===== src/rtl/key_pkg.sv =====
// Shared types and the inverse key permutation for the pushbutton capture path.
package key_pkg;

    typedef enum logic [1:0] {
        IDLE,
        PRESS_WAIT,
        HELD,
        RELEASE_WAIT
    } key_state_t;

    // Packed so that index N of the table is the plain code for scrambled code N.
    localparam logic [15:0][3:0] KEY_INV_MAP = {
        4'h5, 4'h9, 4'h7, 4'hf,   // f e d c
        4'h0, 4'hd, 4'hc, 4'h3,   // b a 9 8
        4'h2, 4'he, 4'ha, 4'hb,   // 7 6 5 4
        4'h1, 4'h8, 4'h4, 4'h6    // 3 2 1 0
    };

    function automatic logic [3:0] key_unmap(input logic [3:0] code);
        return KEY_INV_MAP[code];
    endfunction

endpackage


===== src/rtl/key_debounce.sv =====
// Synchronizes the key strobe/code and debounces the strobe into one accept per press.
module key_debounce
    import key_pkg::*;
#(
    parameter int unsigned DEBOUNCE = 4
) (
    input  logic       clk,
    input  logic       rst_n,
    input  logic       strobe_i,
    input  logic [3:0] code_i,
    output logic [3:0] code_s_o,
    output logic       accept_o,
    output logic       held_o
);

    localparam logic [7:0] DEB = 8'(DEBOUNCE);

    logic       strobe_meta_q, strobe_s_q;
    logic [3:0] code_meta_q, code_s_q;
    key_state_t state_q, state_d;
    logic [7:0] cnt_q, cnt_d;

    always_ff @(posedge clk or negedge rst_n) begin
        if (!rst_n) begin
            strobe_meta_q <= 1'b0;
            strobe_s_q    <= 1'b0;
            code_meta_q   <= 4'h0;
            code_s_q      <= 4'h0;
            state_q       <= IDLE;
            cnt_q         <= 8'd0;
        end else begin
            strobe_meta_q <= strobe_i;
            strobe_s_q    <= strobe_meta_q;
            code_meta_q   <= code_i;
            code_s_q      <= code_meta_q;
            state_q       <= state_d;
            cnt_q         <= cnt_d;
        end
    end

    // A full count of samples completes the wait before the current level is looked at.
    always_comb begin
        state_d  = state_q;
        cnt_d    = cnt_q;
        accept_o = 1'b0;
        case (state_q)
            IDLE: begin
                if (strobe_s_q) begin
                    state_d = PRESS_WAIT;
                    cnt_d   = 8'd1;
                end
            end
            PRESS_WAIT: begin
                if (cnt_q >= DEB) begin
                    state_d  = HELD;
                    cnt_d    = 8'd0;
                    accept_o = 1'b1;
                end else if (!strobe_s_q) begin
                    state_d = IDLE;
                    cnt_d   = 8'd0;
                end else begin
                    cnt_d = cnt_q + 8'd1;
                end
            end
            HELD: begin
                if (!strobe_s_q) begin
                    state_d = RELEASE_WAIT;
                    cnt_d   = 8'd1;
                end
            end
            RELEASE_WAIT: begin
                if (cnt_q >= DEB) begin
                    state_d = IDLE;
                    cnt_d   = 8'd0;
                end else if (strobe_s_q) begin
                    state_d = HELD;
                    cnt_d   = 8'd0;
                end else begin
                    cnt_d = cnt_q + 8'd1;
                end
            end
            default: begin
                state_d = IDLE;
                cnt_d   = 8'd0;
            end
        endcase
    end

    assign code_s_o = code_s_q;
    assign held_o   = (state_q == HELD) || (state_q == RELEASE_WAIT);

endmodule


===== src/rtl/key_capture.sv =====
// Receives scrambled key events, unscrambles them and shifts digits into the entry register.
module key_capture
    import key_pkg::*;
#(
    parameter int unsigned DEBOUNCE = 4,
    parameter int unsigned DIGITS   = 8,
    localparam int unsigned CW      = $clog2(DIGITS + 1)
) (
    input  logic                  hz100,
    input  logic                  reset_n,
    input  logic [3:0]            code,
    input  logic                  strobe,
    input  logic                  clr,
    output logic                  key_valid,
    output logic [3:0]            key_code,
    output logic                  held,
    output logic [4*DIGITS-1:0]   digits,
    output logic [CW-1:0]         count
);

    logic [3:0] code_s;
    logic       accept;
    logic [3:0] plain;

    logic                key_valid_q;
    logic [3:0]          key_code_q, key_code_d;
    logic [4*DIGITS-1:0] digits_q, digits_d;
    logic [CW-1:0]       count_q, count_d;

    key_debounce #(.DEBOUNCE(DEBOUNCE)) u_deb (
        .clk      (hz100),
        .rst_n    (reset_n),
        .strobe_i (strobe),
        .code_i   (code),
        .code_s_o (code_s),
        .accept_o (accept),
        .held_o   (held)
    );

    assign plain = key_unmap(code_s);

    // clr overrides the shift for the entry register but never the key code itself.
    always_comb begin
        key_code_d = key_code_q;
        digits_d   = digits_q;
        count_d    = count_q;
        if (accept) begin
            key_code_d = plain;
            digits_d   = {digits_q[4*DIGITS-5:0], plain};
            if (count_q != CW'(DIGITS))
                count_d = count_q + CW'(1);
        end
        if (clr) begin
            digits_d = '0;
            count_d  = '0;
        end
    end

    always_ff @(posedge hz100 or negedge reset_n) begin
        if (!reset_n) begin
            key_valid_q <= 1'b0;
            key_code_q  <= 4'h0;
            digits_q    <= '0;
            count_q     <= '0;
        end else begin
            key_valid_q <= accept;
            key_code_q  <= key_code_d;
            digits_q    <= digits_d;
            count_q     <= count_d;
        end
    end

    assign key_valid = key_valid_q;
    assign key_code  = key_code_q;
    assign digits    = digits_q;
    assign count     = count_q;

endmodule

===== config.mk =====
export PLATFORM = sky130hd
export DESIGN_NAME = key_capture
export DESIGN_NICKNAME = d
export VERILOG_FILES = /design/src/rtl/key_pkg.sv /design/src/rtl/key_debounce.sv /design/src/rtl/key_capture.sv
export SDC_FILE = /design/constraint.sdc
export NUM_CORES = 1
export LEC_CHECK = 0
export CELL_PAD_IN_SITES_DETAIL_PLACEMENT = 0
export CELL_PAD_IN_SITES_GLOBAL_PLACEMENT = 2
export CORE_MARGIN = 5
export CORE_UTILIZATION = 25
export CTS_BUF_LIST = sky130_fd_sc_hd__clkbuf_4 sky130_fd_sc_hd__clkbuf_8 sky130_fd_sc_hd__clkbuf_16
export DETAILED_ROUTE_END_ITERATION = 8
export DONT_BUFFER_PORTS = 1
export PLACE_DENSITY_LB_ADDON = 0.1
export SKIP_CTS_REPAIR_TIMING = 1
export SLEW_MARGIN = 10
export SYNTH_ARGS = -nofsm -noshare
export SYNTH_HDL_FRONTEND = slang
export SYNTH_HIERARCHICAL = 1
export SYNTH_SLANG_ARGS = --single-unit

===== constraint.sdc =====
create_clock -name hz100 -period 2.15 [get_ports hz100]
set_input_delay 0.3225 -clock hz100 [delete_from_list [all_inputs] [get_ports hz100]]
set_output_delay 0.3225 -clock hz100 [all_outputs]
set_load 0.005 [all_outputs]

Yosys cells after proc, flatten, opt, wreduce, memory -nomap -nowiden
Memory sizes are Yosys's and may differ from the RTL's.
Index checks and enable logic that the tools add are counted.
{ "totals": {"mem_bits_ro": 64, "inputBits": 8, "n_memories": 1, "regBits": 61, "output_inout_bits": 42, "wordCells": 52} }
{ "op_classes": {"eq_ne": 8, "addsub": 2, "reduce_logical": 7, "order_cmp": 2, "muxes": 22} }
{ "memory_table": {"columns": ["memory", "depth", "width", "read_ports", "rd_ports_with_merged_regs", "write_ports", "line", "rtl"], "rows": [
  ["(name not given)", 16, 4, 1, 0, 0, "key_pkg.sv:20", "return KEY_INV_MAP[code];"]
]} }
{ "op_table": {"columns": ["operator", "n"], "rows": [
  ["2-to-1 mux 32 bit", 2],
  ["2-to-1 mux 8 bit", 6],
  ["case mux 8 bit (4 select lines)", 1],
  ["2-to-1 mux 4 bit", 4],
  ["2-to-1 mux 2 bit", 6],
  ["adder 8 x 1 -> 8 bit, second input constant", 1],
  [">= comparator 8 x 3 -> 1 bit, second input constant", 1],
  ["case mux 2 bit (4 select lines)", 1],
  ["< comparator 4 x 5 -> 1 bit, second input constant", 1],
  ["adder 4 x 1 -> 4 bit, second input constant", 1],
  ["equality test 2 bit, second input constant", 2],
  ["!= test 4 bit, second input constant", 1],
  ["AND reduction 2 bit", 2],
  ["AND reduction 4 bit", 1],
  ["nonzero test 2 bit", 2],
  ["!= test 3 x 1 -> 1 bit, second input constant", 1],
  ["!= test 3 bit, second input constant", 1],
  ["equality test 2 x 1 -> 1 bit, second input constant", 1],
  ["zero test 2 bit", 1],
  ["2-to-1 mux 1 bit", 2],
  ["!= test 2 x 1 -> 1 bit, second input constant", 1],
  ["!= test 2 bit, second input constant", 1],
  ["logical OR 1 bit", 1]
]} }

Longest topological paths before layout
{ "logic_depth": {"ltp_word": 5, "ltp_mapped": 7, "depth_no_buf": 6} }

By module
Netlist, hierarchy kept.
{ "by_module_without_submodules": {"columns": ["mod", "seq_area_each_um2", "area_per_inst_um2", "instances", "cells_each"], "rows": [
  ["key_capture", 1026.0, 1880.6, 1, 162],
  ["key_debounce", 500.5, 691.9, 1, 45]
]} }

Worst setup path after synthesis
OpenSTA, ideal clock, no wires.
{ "synth_timing": {"kind": "flip-flop to flip-flop", "start": "register u_deb.state_q[0]", "end": "register count_q[2], in the netlist count[2]", "path_slack_ps": 526, "arrival_time_ps": 1546, "t_required_ps": 2073, "setup_time_ps": 77, "stages_incl_launch_ff": 7, "n_path_buf": 1, "period_less_slack_ps": 1624, "path_cell_list": "dfrtp_1 -> a21boi_2 -> nor2b_1 -> buf_6 -> nand2_1 -> or3b_2 -> a21oi_1"} }
{ "synth_via": {"elab_chain_len": 4} }
{ "synth_rtl": {"columns": ["item", "line", "rtl"], "rows": [
  ["start: declaration", "key_debounce.sv:20", "key_state_t state_q, state_d;"],
  ["start signal: assignment", "key_debounce.sv:36", "state_q <= state_d;"],
  ["equality test 2 x 1 -> 1 bit", "key_debounce.sv:46", "case (state_q)"],
  ["2-to-1 mux 1 bit", "key_debounce.sv:46", null],
  ["net accept", "key_capture.sv:22", "logic accept;"],
  ["nonzero test 2 bit (no source line)", null, null],
  ["AND reduction 2 bit (no source line)", null, null],
  ["end signal: assignment", "key_capture.sv:69", "count_q <= count_d;"],
  ["end: declaration", "key_capture.sv:28", "logic [CW-1:0] count_q, count_d;"]
]} }
The timed path passes the listed nets, and every way through them passes these cells.
A chain may end at the register's enable or synchronous reset.

Worst setup path in the final report
{ "layout_timing": {"start": "register u_deb.state_q[0]", "end": "register digits_q[27], in the netlist digits[27]"} }
{ "layout_via": {"elab_chain_len": 3} }
{ "layout_rtl": {"columns": ["item", "line", "rtl"], "rows": [
  ["equality test 2 x 1 -> 1 bit", "key_debounce.sv:46", null],
  ["2-to-1 mux 1 bit", "key_debounce.sv:46", null],
  ["net accept", "key_capture.sv:22", null],
  ["nonzero test 2 bit (no source line)", null, null],
  ["end signal: assignment", "key_capture.sv:68", "digits_q <= digits_d;"],
  ["end: declaration", "key_capture.sv:27", "logic [4*DIGITS-1:0] digits_q, digits_d;"]
]} }
The timed path passes the listed nets, and every way through them passes these cells.

==> flow_metrics.py <==
metrics = {
    "power_and_ir_drop": {
        "peakVddDrop_mv": 0.3019,
        "finalPower_mw": 2.606,
        "pwr_density_cell_nw_per_um2": 878.5,
        "leakagePower_nw": 1.300,
    },
    "worst_setup_path": {
        "crit_fanout": 18,
        "crit_family": "flip-flops",
        "crit_slowest_cell": "dfrtp_1",
        "r2r-end": "digits[27]",
        "r2r_slack_ns": 0.37,
        "cp_data_required_time_ns": 2.37,
        "critical_path_arrival_ns": 2.00,
        "worstReg2RegStart": "u_deb/state_q[0]",
        "worst_r2r_path_depth": 5,
        "crit_path_end_kind": "flip-flop",
        "cp-start-kind": "flip-flop",
        "crit_type": "flip-flop to flip-flop",
        "cpPeakStageDelay_ns": 0.43,
        "crit_chain": "a21boi_2, nor2b_4, buf_4, mux2i_1, nor2_1",
        "cp.depth": 5,
        "crit_buf_inv": 1,
    },
    "die": {
        "die_h_um": 111.4,
        "chipWidth_um": 111.4,
        "rows": 37,
        "initial_core_util": 0.2526,
        "die_area_um2": 12420,
        "io_pins": 50,
        "core-area_um2": 10180,
    },
    "global_route": {
        "grt_first_pass_wirelength_mm": 8.797,
        "antenna_found_initial": 0,
        "grt_pass1_vias": 1605,
        "grtUsageTotal": 0.09031,
        "grt_max_degree": 62,
        "gr-total-overflow": 0,
    },
    "sta": {
        "worst_pin_slew_ns": 0.3334,
        "finClkSkew_ns": 0.009790,
        "rsz0062_at_grt": "false",
        "hold_violations": 0,
        "setup_viol": 0,
        "slew_headroom": 0.7746,
        "fin_tns_setup_ns": 0,
        "min_period_ns": 1.784,
        "fmaxAchievable_mhz": 560.5,
        "maxSlewViolCount": 0,
        "min_period_over_period": 0.8298,
        "whs_ns": 0.04465,
    },
    "clock_tree": {
        "cts-root-buf": "clkbuf_8",
        "cts_buffer_depth": 2,
        "numClockSinks": 61,
        "insertion_delay_ns": 0.33,
        "clk_pin_slew_ns": 0.07,
        "cts_tree": "built",
        "h-tree-depth": 3,
        "cts_made_buffers": 9,
    },
    "synth": {
        "synth.distinct_cells": 38,
        "async_flop_share": 1.000,
        "yosys.area_share.simple": 0.1167,
        "synth-main-ff-cell": "dfrtp_1",
        "synthXorXnorAreaFrac": 0.01313,
        "ys_seq_area_frac": 0.5934,
        "synth_compound_area_frac": 0.05788,
        "synth_top_family_by_area": "multiplexers",
        "synth_area_per_cell_um2": 12.43,
        "yosys_register_bits": 61,
        "yosysWarnings": 6,
        "synth.net_count": 224,
        "synth_adder_area_share": 0.04377,
        "synth_edf_count": 0,
        "synthCells": 207,
        "synth.area.mux_share": 0.1260,
        "syn_area_um2": 2572,
    },
    "min_path": {
        "hold_depth": 1,
        "hold_end": "digits[2]",
        "min_from": "clr",
        "worstHoldPathType": "input port to flip-flop",
    },
    "route": {
        "antenna_left": 0,
        "wl_mm": 5.299,
        "drtPass1Iterations": 4,
        "wl_per_cell_um": 14.80,
        "route.detailed.drc": 0,
        "vias": 1511,
        "drt-initial-drc-count": 93,
        "via_per_inst": 4.221,
    },
    "finish": {
        "final_cell_mix": "dfrtp_1 (61), nor2_1 (39), mux2i_1 (29)",
        "syn_to_final_growth_pct": 15.32,
        "final_common_cell": "dfrtp_1",
        "fillCellCount": 1078,
        "final_net_count": 234,
        "diodes": 0,
        "drive_gt1_frac": 0.1306,
        "fin_util": 0.2913,
    },
    "placement": {
        "dp_hpwl_mm": 3.532,
        "io_buffers": 0,
        "place.gp.congestion": 0.6706,
    },
    "job": {
        "cap_violations": 0,
    },
    "run_status": {
        "outcome": "complete, no violations",
    },
}
## cell families (layout without fill, tap and decap cells)
family          after synthesis  after routing
compound gates               20             20
fa+ha+maj                     9              9
mux                          31             31
xor+xnor                      3              3
simple gates                 62             62
flops                        61             61
buf+inv                      21             36
## synthesized netlist by cell type (all sizes together) (2+ instances only)
master / count / area (um2)
nand2b: 5 / 31.28
a21oi: 4 / 20.02
and2: 5 / 31.28
inv: 10 / 37.54
clkbuf: 7 / 56.30
nor2b: 2 / 12.51
nor2: 39 / 146.4
a31oi: 2 / 12.51
a211o: 2 / 18.77
a211oi: 2 / 20.02
nand2: 4 / 15.01
o21ai: 2 / 10.01
ha: 9 / 112.6
mux2i: 29 / 290.3
nand3: 2 / 10.01
buf: 4 / 32.53
dfrtp: 61 / 1526
xor2: 3 / 33.79
## metrics by stage
step | std cells | cell area, um2 | setup slack (ns)
3_5_place_dp | 335 | 2684 | 0.3481
3_3_place_gp | 335 | 2684 | 0.3723
5_1_grt | 358 | 2967 | 0.1789
2_1_floorplan | 207 | 2572 | 0.5262
4_1_cts | 351 | 2879 | 0.3359
6_report | 358 | 2967 | 0.3659
## layer usage
| layer | track usage | share of wire |
|---|---|---|
| met5 | 0 | 0 |
| met4 | 0.04217 | 0.023 |
| met3 | 0.04565 | 0.078 |
| met2 | 0.1399 | 0.49 |
| met1 | 0.1043 | 0.41 |
## how the worst max path moves through the flow
stage                 endpoint             start  slack, ns
detailed placement  digits[27]  u_deb/state_q[0]       0.35
floorplan             count[2]  u_deb/state_q[0]       0.53
finish              digits[27]  u_deb/state_q[0]       0.37
global route        digits[13]    u_deb/cnt_q[7]       0.18
CTS                 digits[27]  u_deb/state_q[0]       0.34
global placement    digits[11]  u_deb/state_q[0]       0.37
## power by group
part	leakage, nW	internal (mW)	total (mW)	switching (mW)
Clock	0.106	0.572	1.01	0.437
Sequential	0.817	1.24	1.34	0.102
Combinational	0.377	0.115	0.260	0.145
Total	1.30	1.92	2.61	0.683
## area by class of cell
| class | count | area [um2] | area share |
|---|---|---|---|
| clock buffer | 11 | 145.1 | 0.04892 |
| clock inverter | 5 | 50.05 | 0.01687 |
| inverter | 10 | 37.54 | 0.01265 |
| multi-input combinational | 125 | 927.1 | 0.3125 |
| sequential | 61 | 1526 | 0.5145 |
| tap | 136 | 170.2 | 0.05736 |
| timing repair buffer | 10 | 110.1 | 0.03712 |
## registers in the layout (all words and copies together), names as in the netlist
name / cells
key_valid: 1
key_code: 4
u_deb/state_q: 2
digits: 32
u_deb/strobe_s_q: 1
u_deb/code_s_o: 4
u_deb/cnt_q: 8
count: 4
u_deb/code_meta_q: 4
u_deb/strobe_meta_q: 1
No activity file was read; power rests on OpenSTA's default activity.
